File: src/rtl/vga_timing_gen.sv
// vga_timing_gen
// ---------------------------------------------------------------------------
// Parametrised VGA raster timing generator running from the system clock with
// a pixel-advance enable. A column counter walks 0..H_TOTAL-1 and a row counter
// steps once per column wrap through 0..V_TOTAL-1. hsync, vsync and visible are
// decoded from those counters. line_end and frame_end mark the pixel step on
// which the column (and the row) wraps.
//
// Optional feature (compile-time macro VGA_TIMING_LOOKAHEAD_EN):
//   defined   - hsync/vsync/visible are registered on pix_en and lag
//               column/row by one pixel step. This lines them up with pixel
//               data from a framebuffer that has a one-cycle read latency.
//   undefined - hsync/vsync/visible are a zero-latency decode of the counters.
//
// Ports
//   clk        in   1      system clock
//   reset      in   1      asynchronous, active-high
//   pix_en     in   1      pixel advance enable (tie 1 for one pixel per clock)
//   column     out  COL_W  current column, 0..H_TOTAL-1
//   row        out  ROW_W  current row, 0..V_TOTAL-1
//   visible    out  1      column < H_VISIBLE and row < V_VISIBLE
//   hsync      out  1      horizontal sync, active level H_SYNC_POL
//   vsync      out  1      vertical sync, active level V_SYNC_POL
//   line_end   out  1      high for one clock on the step where column wraps
//   frame_end  out  1      high for one clock when column and row both wrap
// ---------------------------------------------------------------------------
module vga_timing_gen #(
    parameter int H_VISIBLE     = 640,
    parameter int H_FRONT_PORCH = 16,
    parameter int H_SYNC_PULSE  = 96,
    parameter int H_BACK_PORCH  = 48,
    parameter int V_VISIBLE     = 480,
    parameter int V_FRONT_PORCH = 10,
    parameter int V_SYNC_PULSE  = 2,
    parameter int V_BACK_PORCH  = 33,
    parameter bit H_SYNC_POL    = 1'b0,
    parameter bit V_SYNC_POL    = 1'b0,
    parameter int COL_W         = 10,
    parameter int ROW_W         = 10
) (
    input  logic             clk,
    input  logic             reset,
    input  logic             pix_en,
    output logic [COL_W-1:0] column,
    output logic [ROW_W-1:0] row,
    output logic             visible,
    output logic             hsync,
    output logic             vsync,
    output logic             line_end,
    output logic             frame_end
);

    localparam int H_TOTAL = H_VISIBLE + H_FRONT_PORCH + H_SYNC_PULSE + H_BACK_PORCH;
    localparam int V_TOTAL = V_VISIBLE + V_FRONT_PORCH + V_SYNC_PULSE + V_BACK_PORCH;

    // Sync windows as [start, stop) in plain integers so the end bound
    // cannot overflow the counter width.
    localparam int HS_START = H_VISIBLE + H_FRONT_PORCH;
    localparam int HS_STOP  = HS_START + H_SYNC_PULSE;
    localparam int VS_START = V_VISIBLE + V_FRONT_PORCH;
    localparam int VS_STOP  = VS_START + V_SYNC_PULSE;

    localparam logic [COL_W-1:0] H_LAST = COL_W'(H_TOTAL - 1);
    localparam logic [ROW_W-1:0] V_LAST = ROW_W'(V_TOTAL - 1);

    generate
        if (H_TOTAL - 1 >= (1 << COL_W)) begin : g_col_w_too_small
            $error("vga_timing_gen: COL_W cannot hold H_TOTAL-1");
        end
        if (V_TOTAL - 1 >= (1 << ROW_W)) begin : g_row_w_too_small
            $error("vga_timing_gen: ROW_W cannot hold V_TOTAL-1");
        end
    endgenerate

    logic col_last;
    logic row_last;

    assign col_last = (column == H_LAST);
    assign row_last = (row == V_LAST);

    // Raster counters: everything moves only on an enabled pixel step.
    always_ff @(posedge clk or posedge reset) begin
        if (reset) begin
            column <= '0;
            row    <= '0;
        end else if (pix_en) begin
            if (col_last) begin
                column <= '0;
                row    <= row_last ? '0 : row + 1'b1;
            end else begin
                column <= column + 1'b1;
            end
        end
    end

    // The strobe mirrors pix_en, so it is exactly one clock wide however
    // sparsely pix_en is asserted.
    assign line_end  = pix_en & col_last & ~reset;
    assign frame_end = line_end & row_last;

    // Decode of the current raster position (active-high internal sense).
    logic hs_act;
    logic vs_act;
    logic vis_act;

    assign hs_act  = (int'(column) >= HS_START) && (int'(column) < HS_STOP);
    assign vs_act  = (int'(row) >= VS_START) && (int'(row) < VS_STOP);
    assign vis_act = (int'(column) < H_VISIBLE) && (int'(row) < V_VISIBLE);

`ifdef VGA_TIMING_LOOKAHEAD_EN
    logic hsync_q;
    logic vsync_q;
    logic visible_q;

    // One pixel step of delay to match a synchronous framebuffer read.
    always_ff @(posedge clk or posedge reset) begin
        if (reset) begin
            hsync_q   <= ~H_SYNC_POL;
            vsync_q   <= ~V_SYNC_POL;
            visible_q <= 1'b0;
        end else if (pix_en) begin
            hsync_q   <= hs_act ? H_SYNC_POL : ~H_SYNC_POL;
            vsync_q   <= vs_act ? V_SYNC_POL : ~V_SYNC_POL;
            visible_q <= vis_act;
        end
    end

    assign hsync   = hsync_q;
    assign vsync   = vsync_q;
    assign visible = visible_q;
`else
    // Counters sit at (0,0) during reset, which would otherwise decode as
    // visible, so the decode is gated off while reset is high.
    assign hsync   = (hs_act & ~reset) ? H_SYNC_POL : ~H_SYNC_POL;
    assign vsync   = (vs_act & ~reset) ? V_SYNC_POL : ~V_SYNC_POL;
    assign visible = vis_act & ~reset;
`endif

endmodule

File: config.mk
export PLATFORM = sky130hd
export DESIGN_NAME = vga_timing_gen
export DESIGN_NICKNAME = d
export VERILOG_FILES = /design/src/rtl/vga_timing_gen.sv
export SDC_FILE = /design/constraint.sdc
export NUM_CORES = 1
export LEC_CHECK = 0
export ABC_CLOCK_PERIOD_IN_PS = 1900
export BUFFER_PORTS_ARGS = -buffer_cell sky130_fd_sc_hd__buf_2
export CORE_UTILIZATION = 25
export DETAILED_ROUTE_END_ITERATION = 10
export HOLD_SLACK_MARGIN = 0.05
export PLACE_DENSITY = 0.51
export SKIP_CTS_REPAIR_TIMING = 1
export SYNTH_ARGS = -nofsm -noshare
export SYNTH_HDL_FRONTEND = slang
export SYNTH_SLANG_ARGS = --single-unit
export TNS_END_PERCENT = 10
File: constraint.sdc
create_clock -name clk -period 1.9 [get_ports clk]
set_input_delay 0.095 -clock clk [delete_from_list [all_inputs] [get_ports clk]]
set_output_delay 0.095 -clock clk [all_outputs]
set_load 0.01 [all_outputs]
==> results.py, run 1 <==
metrics = {
    "clock_network": {
        "cts_max_level": 1,
        "cts_tree": "yes",
        "clockBufferDepth": 2,
        "cts_buffers": 3,
        "clk_latency_ps": 260,
        "path_clk_slew_ps": 70,
        "cts_num_sinks": 20,
        "cts-root-buf": "clkbuf_8",
    },
    "yosys": {
        "syn_inst": 121,
        "synth-edff-count": 0,
        "syn-mean-instance-area_um2": 9.60,
        "synth-seq-area-share_pct": 43.1,
        "synth_mux_area_share_pct": 1.72,
        "synth.distinct_cells": 31,
        "synth-xor-area-share_pct": 6.79,
        "ys_ff_latch": 20,
        "synth-main-ff-cell": "dfrtp_1",
        "ys_async_sr_fraction_pct": 100,
        "synth.net_count": 129,
        "synth_warnings": 0,
        "netlist_area_mm2": 0.00116,
        "synth_area_leaders": "dfrtp_1 43%, ha_1 5.4%, nand3_1 4.7%, o21ai_0 3.9%, xor2_1 3.8%",
        "synth_compound_area_share_pct": 9.27,
        "synthSimpleGateAreaFrac_pct": 27.4,
        "synth_fa_ha_area_share_pct": 5.39,
        "synth_top_area_share_pct": 43.1,
        "synth_top_family_by_area": "simple AND/OR/NAND/NOR gates",
        "yosysTopAreaCell": "dfrtp_1",
    },
    "place": {
        "place_inst": 200,
        "io_buffers": 27,
        "dpl.hpwl_um": 2030,
        "gp_congestion": 0.842,
        "placed_area_mm2": 0.00136,
    },
    "detailed_routing": {
        "drtIter0Drc": 57,
        "ant_nets": 0,
        "drc": 0,
        "wl_um": 2690,
        "route.vias.total": 981,
        "viasPerCell": 4.74,
        "wl_per_cell_um": 13.0,
        "firstDrtPassIters": 3,
    },
    "floorplanning": {
        "io_pins": 28,
        "coreArea_mm2": 0.00441,
        "die_w_um": 70.2,
        "initial_utilization_pct": 26.3,
        "die_area_mm2": 0.00492,
        "placementRows": 24,
        "dieHeight_um": 70.2,
    },
    "global_routing": {
        "antenna_found_initial": 0,
        "grt-ovfl-total": 0,
        "grt_pass1_vias": 937,
        "grt_pass1_wl_um": 4510,
        "grt.total_usage_pct": 11.4,
        "grt_max_degree": 21,
    },
    "worst_setup_path": {
        "crit_start": "column[6]",
        "cp_max_fo": 7,
        "r2r_cells": 5,
        "endpoint_kind": "output port",
        "crit_required_ps": 1800,
        "rrSetupSlack_ps": 170,
        "path_class": "register to output port",
        "worst_ep_arrival_time_ps": 1700,
        "start_kind": "register",
        "reg2reg_from": "column[6]",
        "r2r-end": "row[7]",
    },
    "timing": {
        "finalSetupViolations": 0,
        "rsz0062_at_grt": "false",
        "fin_tns_setup_ps": 0,
        "slew_violations": 0,
        "finalCriticalPeriod_ps": 1800,
        "max_freq_mhz": 557,
        "timing.clock.skew_ps": 5.72,
        "worst_pin_slew_ps": 368,
        "finalCritPeriodShare_pct": 94.5,
        "maxSlewHeadroom_pct": 75.3,
        "timing_hold_violations_final": 0,
    },
    "layout": {
        "syn_to_final_growth_pct": 23.9,
        "num_antenna_cells": 0,
        "stdcell_count": 207,
        "drive_above_1_share_pct": 28.4,
        "multi_input_area_um2": 593,
        "nets": 165,
        "nFillCells": 460,
        "layout_commonest_cell": "buf_2",
        "postLayoutCellArea_mm2": 0.00144,
        "final_cell_mix": "27 x buf_2, 20 x dfrtp_1, 11 x nand3_1, 10 x nand2_1",
        "seqCellArea_um2": 500,
    },
    "hold_path": {
        "whs_endpoint": "column[0]",
        "hp-start": "pix_en",
        "hold_path_depth": 2,
        "hp-class": "input pin to register",
    },
    "job": {
        "drv_cap": 0,
    },
    "run_status": {
        "status": "finished clean",
    },
    "power": {
        "power_density_mw_per_mm2": 832,
        "p_leak_nw": 0.707,
        "total_power_w": 0.00120,
        "peakVddDrop_mv": 0.256,
    },
}
## state kept, by name, summed over array words and instances, names as in the netlist
name	flops
row	10
column	10
## worst max-delay path by stage
stage,endpoint,depth (start not counted)
detailed placement,row[8],4
global placement,row[6],5
CTS,frame_end,6
global route,frame_end,4
floorplan,row[6],6
finish,frame_end,4
## critical path, cell delays in order, from the launching register on
cell	delay [ps]
dfrtp_1	470
nor4b_4	450
nand4_4	180
nor3_2	190
buf_2	160
## metrics by stage
stage,util [%],setup slack [ps],hold slack [ps]
2_1_floorplan,-,251,64.5
3_3_place_gp,30.8,215,210
3_5_place_dp,30.8,161,214
4_1_cts,31.7,-31.0,-68.4
5_1_grt,32.6,0.568,116
6_report,32.6,105,99.9
## metal layers
layer	GRT usage, %	vias to the layer above	part of all wire [%]
met5	0	-	0
met4	4.89	0	1.4
met3	1.30	4	2.9
met2	19.6	17	52
met1	14.3	468	44
li1	-	492	-
## synthesized netlist by cell type (all sizes together), types with 5 or more instances
cell and number:
inv 9, nor3 5, nand4 6, xor2 5, o21ai 9, nand2 10, nor2 5, nand3 11
dfrtp 20, ha 5
## layout make-up
class | instances | share of cell area [%]
multi-input combinational | 87 | 41.2
sequential | 20 | 34.8
timing repair buffer | 36 | 14.3
tap | 52 | 4.52
clock buffer | 3 | 2.87
inverter | 9 | 2.35
## cells by family after synthesis
family,after synthesis
simple gates,53
flops,20
compound gates,18
buf+inv,14
xor+xnor,9
fa+ha+maj,5
mux,2
## power breakdown
group | internal [W] | leakage [nW] | switching [W]
registers | 0.000484 | 0.244 | 0.0000857
logic | 0.000166 | 0.442 | 0.000186
clock network | 0.000141 | 0.0216 | 0.000134
total | 0.000791 | 0.707 | 0.000406
Power figures use the tool's default switching activity.
==> run 2: changes to the inputs <==
--- a/config.mk
+++ b/config.mk
@@ -9,6 +9,7 @@
 export BUFFER_PORTS_ARGS = -buffer_cell sky130_fd_sc_hd__buf_2
 export CORE_UTILIZATION = 25
 export DETAILED_ROUTE_END_ITERATION = 10
+export GPL_TIMING_DRIVEN = 0
 export HOLD_SLACK_MARGIN = 0.05
 export PLACE_DENSITY = 0.51
 export SKIP_CTS_REPAIR_TIMING = 1
==> results.py, run 2 (synthesis gave the netlist of run 1 again) <==
metrics = {
    "clock_network": {
        "cts_buffers": 3,
        "clk_latency_ps": 260,
        "cts-root-buf": "clkbuf_8",
        "cts_tree": "yes",
        "path_clk_slew_ps": 80,
        "cts_max_level": 1,
        "cts_num_sinks": 20,
        "clockBufferDepth": 2,
    },
    "timing": {
        "worst_pin_slew_ps": 806,
        "slew_violations": 0,
        "finalCritPeriodShare_pct": 94.9,
        "timing_hold_violations_final": 0,
        "timing.clock.skew_ps": 4.10,
        "maxSlewHeadroom_pct": 46.2,
        "finalSetupViolations": 0,
        "finalCriticalPeriod_ps": 1800,
        "max_freq_mhz": 555,
        "setup_ws_ps": 96.7,
    },
    "worst_setup_path": {
        "r2r-end": "row[9]",
        "worst_ep_arrival_time_ps": 1710,
        "rrSetupSlack_ps": 150,
        "cp_max_fo": 7,
        "path_class": "register to output port",
        "crit_chain": "inv_1 > ha_1 > nor4bb_4 > nand3_2 > nor3_2 > buf_2",
        "reg2reg_from": "column[6]",
        "crit_required_ps": 1800,
        "endpoint_kind": "output port",
        "slowest_stage": "dfrtp_2",
        "start_kind": "register",
        "slowest_delay_ps": 450,
        "r2r_cells": 5,
    },
    "global_routing": {
        "grt_max_degree": 22,
        "grt_pass1_vias": 932,
        "antenna_found_initial": 0,
        "grt.total_usage_pct": 10.8,
        "grt_pass1_wl_um": 4370,
        "grt-ovfl-total": 0,
    },
    "power": {
        "p_leak_nw": 0.725,
        "power_density_mw_per_mm2": 882,
        "peakVddDrop_mv": 0.379,
    },
    "detailed_routing": {
        "ant_nets": 0,
        "wl_um": 2590,
        "route.vias.total": 1009,
        "firstDrtPassIters": 4,
        "wl_per_cell_um": 12.3,
        "viasPerCell": 4.80,
        "drc": 0,
        "drtIter0Drc": 67,
    },
    "run_status": {
        "status": "finished clean",
    },
    "floorplanning": {
        "coreArea_mm2": 0.00441,
        "placementRows": 24,
        "io_pins": 28,
        "die_area_mm2": 0.00492,
        "dieHeight_um": 70.2,
        "initial_utilization_pct": 26.3,
        "die_w_um": 70.2,
    },
    "layout": {
        "reg.largest.list": "column (10), row (10)",
        "layout_commonest_cell": "buf_2",
        "final_cell_mix": "29 x buf_2, 17 x dfrtp_1, 10 x nand2_1, 10 x nand3_1",
        "nFillCells": 466,
        "stdcell_count": 210,
        "drive_above_1_share_pct": 32.9,
        "num_antenna_cells": 0,
        "nets": 167,
        "syn_to_final_growth_pct": 29.7,
    },
    "hold_path": {
        "hp-class": "input pin to asynchronous set/reset pin",
    },
    "place": {
        "place_inst": 200,
        "dpl_worst_slack_ps": 172,
        "gp_congestion": 0.753,
        "io_buffers": 27,
        "dpl.hpwl_um": 1850,
    },
    "job": {
        "drv_cap": 0,
    },
}
-- run 2: changes by cell type in the layout (fill, tap and decap cells not counted), moves of 2 or more --
cell,change
buf_2,+2
buf_4,-2
buf_6,+2
dfrtp_1,-3
dfrtp_2,+3
-- run 2: worst max path at each step --
| stage | end | slack [ps] | cells after the start | from |
|---|---|---|---|---|
| 6_report | frame_end | 100 | 6 | row[0] |
| 5_1_grt | frame_end | -20 | 6 | row[1] |
| 2_1_floorplan | row[6] | 250 | 6 | column[5] |
| 3_5_place_dp | frame_end | 170 | 6 | row[0] |
| 4_1_cts | frame_end | -130 | 6 | row[0] |
| 3_3_place_gp | frame_end | 150 | 6 | row[0] |
-- run 2: final cells by class --
| class | count | area, um^2 | area share (%) |
|---|---|---|---|
| clock inverters | 1 | 30.0 | 1.99 |
| well taps | 52 | 65.1 | 4.32 |
| inverters | 9 | 33.8 | 2.24 |
| flip-flops and latches | 20 | 504 | 33.5 |
| plain buffers | 5 | 40.0 | 2.66 |
| repair buffers | 33 | 180 | 12.0 |
| clock buffers | 3 | 41.3 | 2.74 |
| multi-input cells | 87 | 612 | 40.6 |
-- run 2: per-stage QoR --
| step | util (%) | total power [W] | hold WS, ps | TNS, ps | area, um^2 |
|---|---|---|---|---|---|
| after global placement | 30.8 | 0.000910 | 326 | 0 | 1360 |
| after global routing | 34.1 | 0.00141 | 100 | -17.9 | 1510 |
| after floorplan | - | 0.000810 | 64.5 | 0 | 1160 |
| after CTS | 32.5 | 0.00135 | 37.1 | -130 | 1430 |
| final | 34.1 | 0.00133 | 30.1 | 0 | 1510 |
| after detailed placement | 30.8 | 0.000917 | 330 | 0 | 1360 |
-- run 2: metal layers --
metal,share of wire (%),track usage [%]
met5,0,0
met4,1.4,5.33
met3,2.2,0.722
met2,51,18.5
met1,46,13.6
-- run 2: power by group --
group / total (W) / switching [W] / leakage, nW / internal, W
combinational: 0.000337 / 0.000180 / 0.450 / 0.000157
clock: 0.000425 / 0.000143 / 0.0357 / 0.000281
sequential: 0.000567 / 0.0000830 / 0.240 / 0.000484
total: 0.00133 / 0.000406 / 0.725 / 0.000922
-- run 2: worst max-delay path, delay by kind of cell (launching register included) --
family | cells | cell delay (ps)
adders and majority gates | 1 | 150
buffers and inverters | 2 | 250
DFF | 1 | 450
and+or+nand+nor | 3 | 590
==> run 3: changes to the inputs <==
--- a/config.mk
+++ b/config.mk
@@ -9,9 +9,10 @@
 export BUFFER_PORTS_ARGS = -buffer_cell sky130_fd_sc_hd__buf_2
 export CORE_UTILIZATION = 25
 export DETAILED_ROUTE_END_ITERATION = 10
+export GPL_ROUTABILITY_DRIVEN = 0
 export GPL_TIMING_DRIVEN = 0
 export HOLD_SLACK_MARGIN = 0.05
-export PLACE_DENSITY = 0.51
+export REMOVE_ABC_BUFFERS = 1
 export SKIP_CTS_REPAIR_TIMING = 1
 export SYNTH_ARGS = -nofsm -noshare
 export SYNTH_HDL_FRONTEND = slang
==> results.py, run 3 (synthesis gave the netlist of run 1 again) <==
metrics = {
    "run_status": {
        "status": "finished clean",
    },
    "global_routing": {
        "grt_pass1_vias": 915,
        "grt.total_usage_pct": 10.7,
        "grt-ovfl-total": 0,
        "grt_max_degree": 22,
        "grt_pass1_wl_um": 4260,
        "antenna_found_initial": 0,
    },
    "detailed_routing": {
        "firstDrtPassIters": 4,
        "wl_um": 2490,
        "route.vias.total": 967,
        "ant_nets": 0,
        "wl_per_cell_um": 12.2,
        "viasPerCell": 4.74,
        "drtIter0Drc": 16,
        "drc": 0,
    },
    "clock_network": {
        "clockBufferDepth": 2,
        "cts_tree": "yes",
        "cts-root-buf": "clkbuf_8",
        "cts_num_sinks": 20,
        "clk_latency_ps": 260,
        "path_clk_slew_ps": 80,
        "cts_buffers": 3,
        "cts_max_level": 1,
    },
    "layout": {
        "nets": 161,
        "reg.largest.list": "column (10), row (10)",
        "multi_input_area_um2": 614,
        "nFillCells": 457,
        "num_antenna_cells": 0,
        "layout_commonest_cell": "buf_2",
        "syn_to_final_growth_pct": 26.0,
        "seqCellArea_um2": 505,
        "final_cell_mix": "27 x buf_2, 16 x dfrtp_1, 10 x nand2_1, 10 x nand3_1",
        "drive_above_1_share_pct": 32.2,
    },
    "worst_setup_path": {
        "cp_top_family": "simple AND/OR/NAND/NOR gates",
        "cp_max_fo": 7,
        "crit_required_ps": 1800,
        "crit_buf_inv": 2,
        "crit_chain": "inv_1 > ha_1 > nor4bb_4 > nand3_2 > nor3_2 > buf_2",
        "start_kind": "register",
        "endpoint_kind": "output port",
        "path_class": "register to output port",
        "worst_ep_arrival_time_ps": 1680,
        "slowest_stage": "dfrtp_2",
        "slowest_delay_ps": 460,
    },
    "timing": {
        "finalCritPeriodShare_pct": 93.5,
        "worst_pin_slew_ps": 782,
        "finalSetupViolations": 0,
        "finalCriticalPeriod_ps": 1780,
        "maxSlewHeadroom_pct": 47.8,
        "slew_violations": 0,
        "timing_hold_violations_final": 0,
        "timing.clock.skew_ps": 5.00,
        "max_freq_mhz": 563,
        "hold-worst-slack_ps": 1.23,
    },
    "power": {
        "p_leak_nw": 0.699,
        "peakVddDrop_mv": 0.868,
        "total_power_w": 0.00130,
        "power_density_mw_per_mm2": 888,
    },
    "place": {
        "io_buffers": 27,
        "dpl.hpwl_um": 1740,
    },
    "floorplanning": {
        "io_pins": 28,
        "die_w_um": 70.2,
        "coreArea_mm2": 0.00441,
        "die_area_mm2": 0.00492,
        "placementRows": 24,
        "dieHeight_um": 70.2,
        "initial_utilization_pct": 26.3,
    },
    "job": {
        "drv_cap": 0,
    },
    "hold_path": {
        "hp-class": "input pin to asynchronous set/reset pin",
    },
}
==> run 3: cell type report <==
type	count	share of cell area [%]
sequential	20	34.6
clock inverter	1	2.05
inverter	9	2.31
clock buffer	3	2.82
tap	52	4.45
timing repair buffer	32	11.8
multi-input combinational	87	42.0
==> run 3: through the flow <==
| step | setup TNS (ps) | setup WS, ps | cells | instance area [um^2] | util, % |
|---|---|---|---|---|---|
| floorplan | 0 | 219 | 116 | 1120 | - |
| global placement | 0 | 55.3 | 195 | 1320 | 29.9 |
| detailed placement | 0 | 42.3 | 195 | 1320 | 29.9 |
| CTS | -99.0 | -99.0 | 199 | 1390 | 31.5 |
| global route | -7.72 | -7.72 | 204 | 1460 | 33.1 |
| finish | 0 | 123 | 204 | 1460 | 33.1 |
==> run 3: metal layers <==
layer	share of wire, %	global-route usage (%)	vias to the layer above
li1	-	-	490
met1	48	14.6	450
met2	46	16.6	25
met3	4.9	3.61	2
met4	0.40	1.78	0
met5	0	0	-
==> run 3: worst register-to-register path, cell delays in order, from the launching register on <==
cell,delay (ps)
dfrtp_2,460
inv_1,100
ha_1,160
nor4bb_4,290
nand3_2,150
buf_4,170
buf_4,130
a21oi_1,110
o22ai_1,90
==> run 3: power by group <==
part	total (W)	internal [W]	leakage [nW]	switching, W
Sequential	0.000593	0.000486	0.238	0.000107
Clock	0.000429	0.000281	0.0357	0.000148
Combinational	0.000277	0.000129	0.425	0.000148
Total	0.00130	0.000896	0.699	0.000402
==> run 3: final timing paths <==
kind / from / end / slack, ps / depth (start not counted)
max: row[0] / frame_end / 120 / 6
min: reset / row[9] / 1 / 2
max reg2reg: row[0] / row[3] / 120 / 8
min reg2reg: column[2] / column[2] / 530 / 1
max in group asynchronous: reset / column[6] / 1360 / 2
min in group clk: pix_en / column[0] / 90 / 2
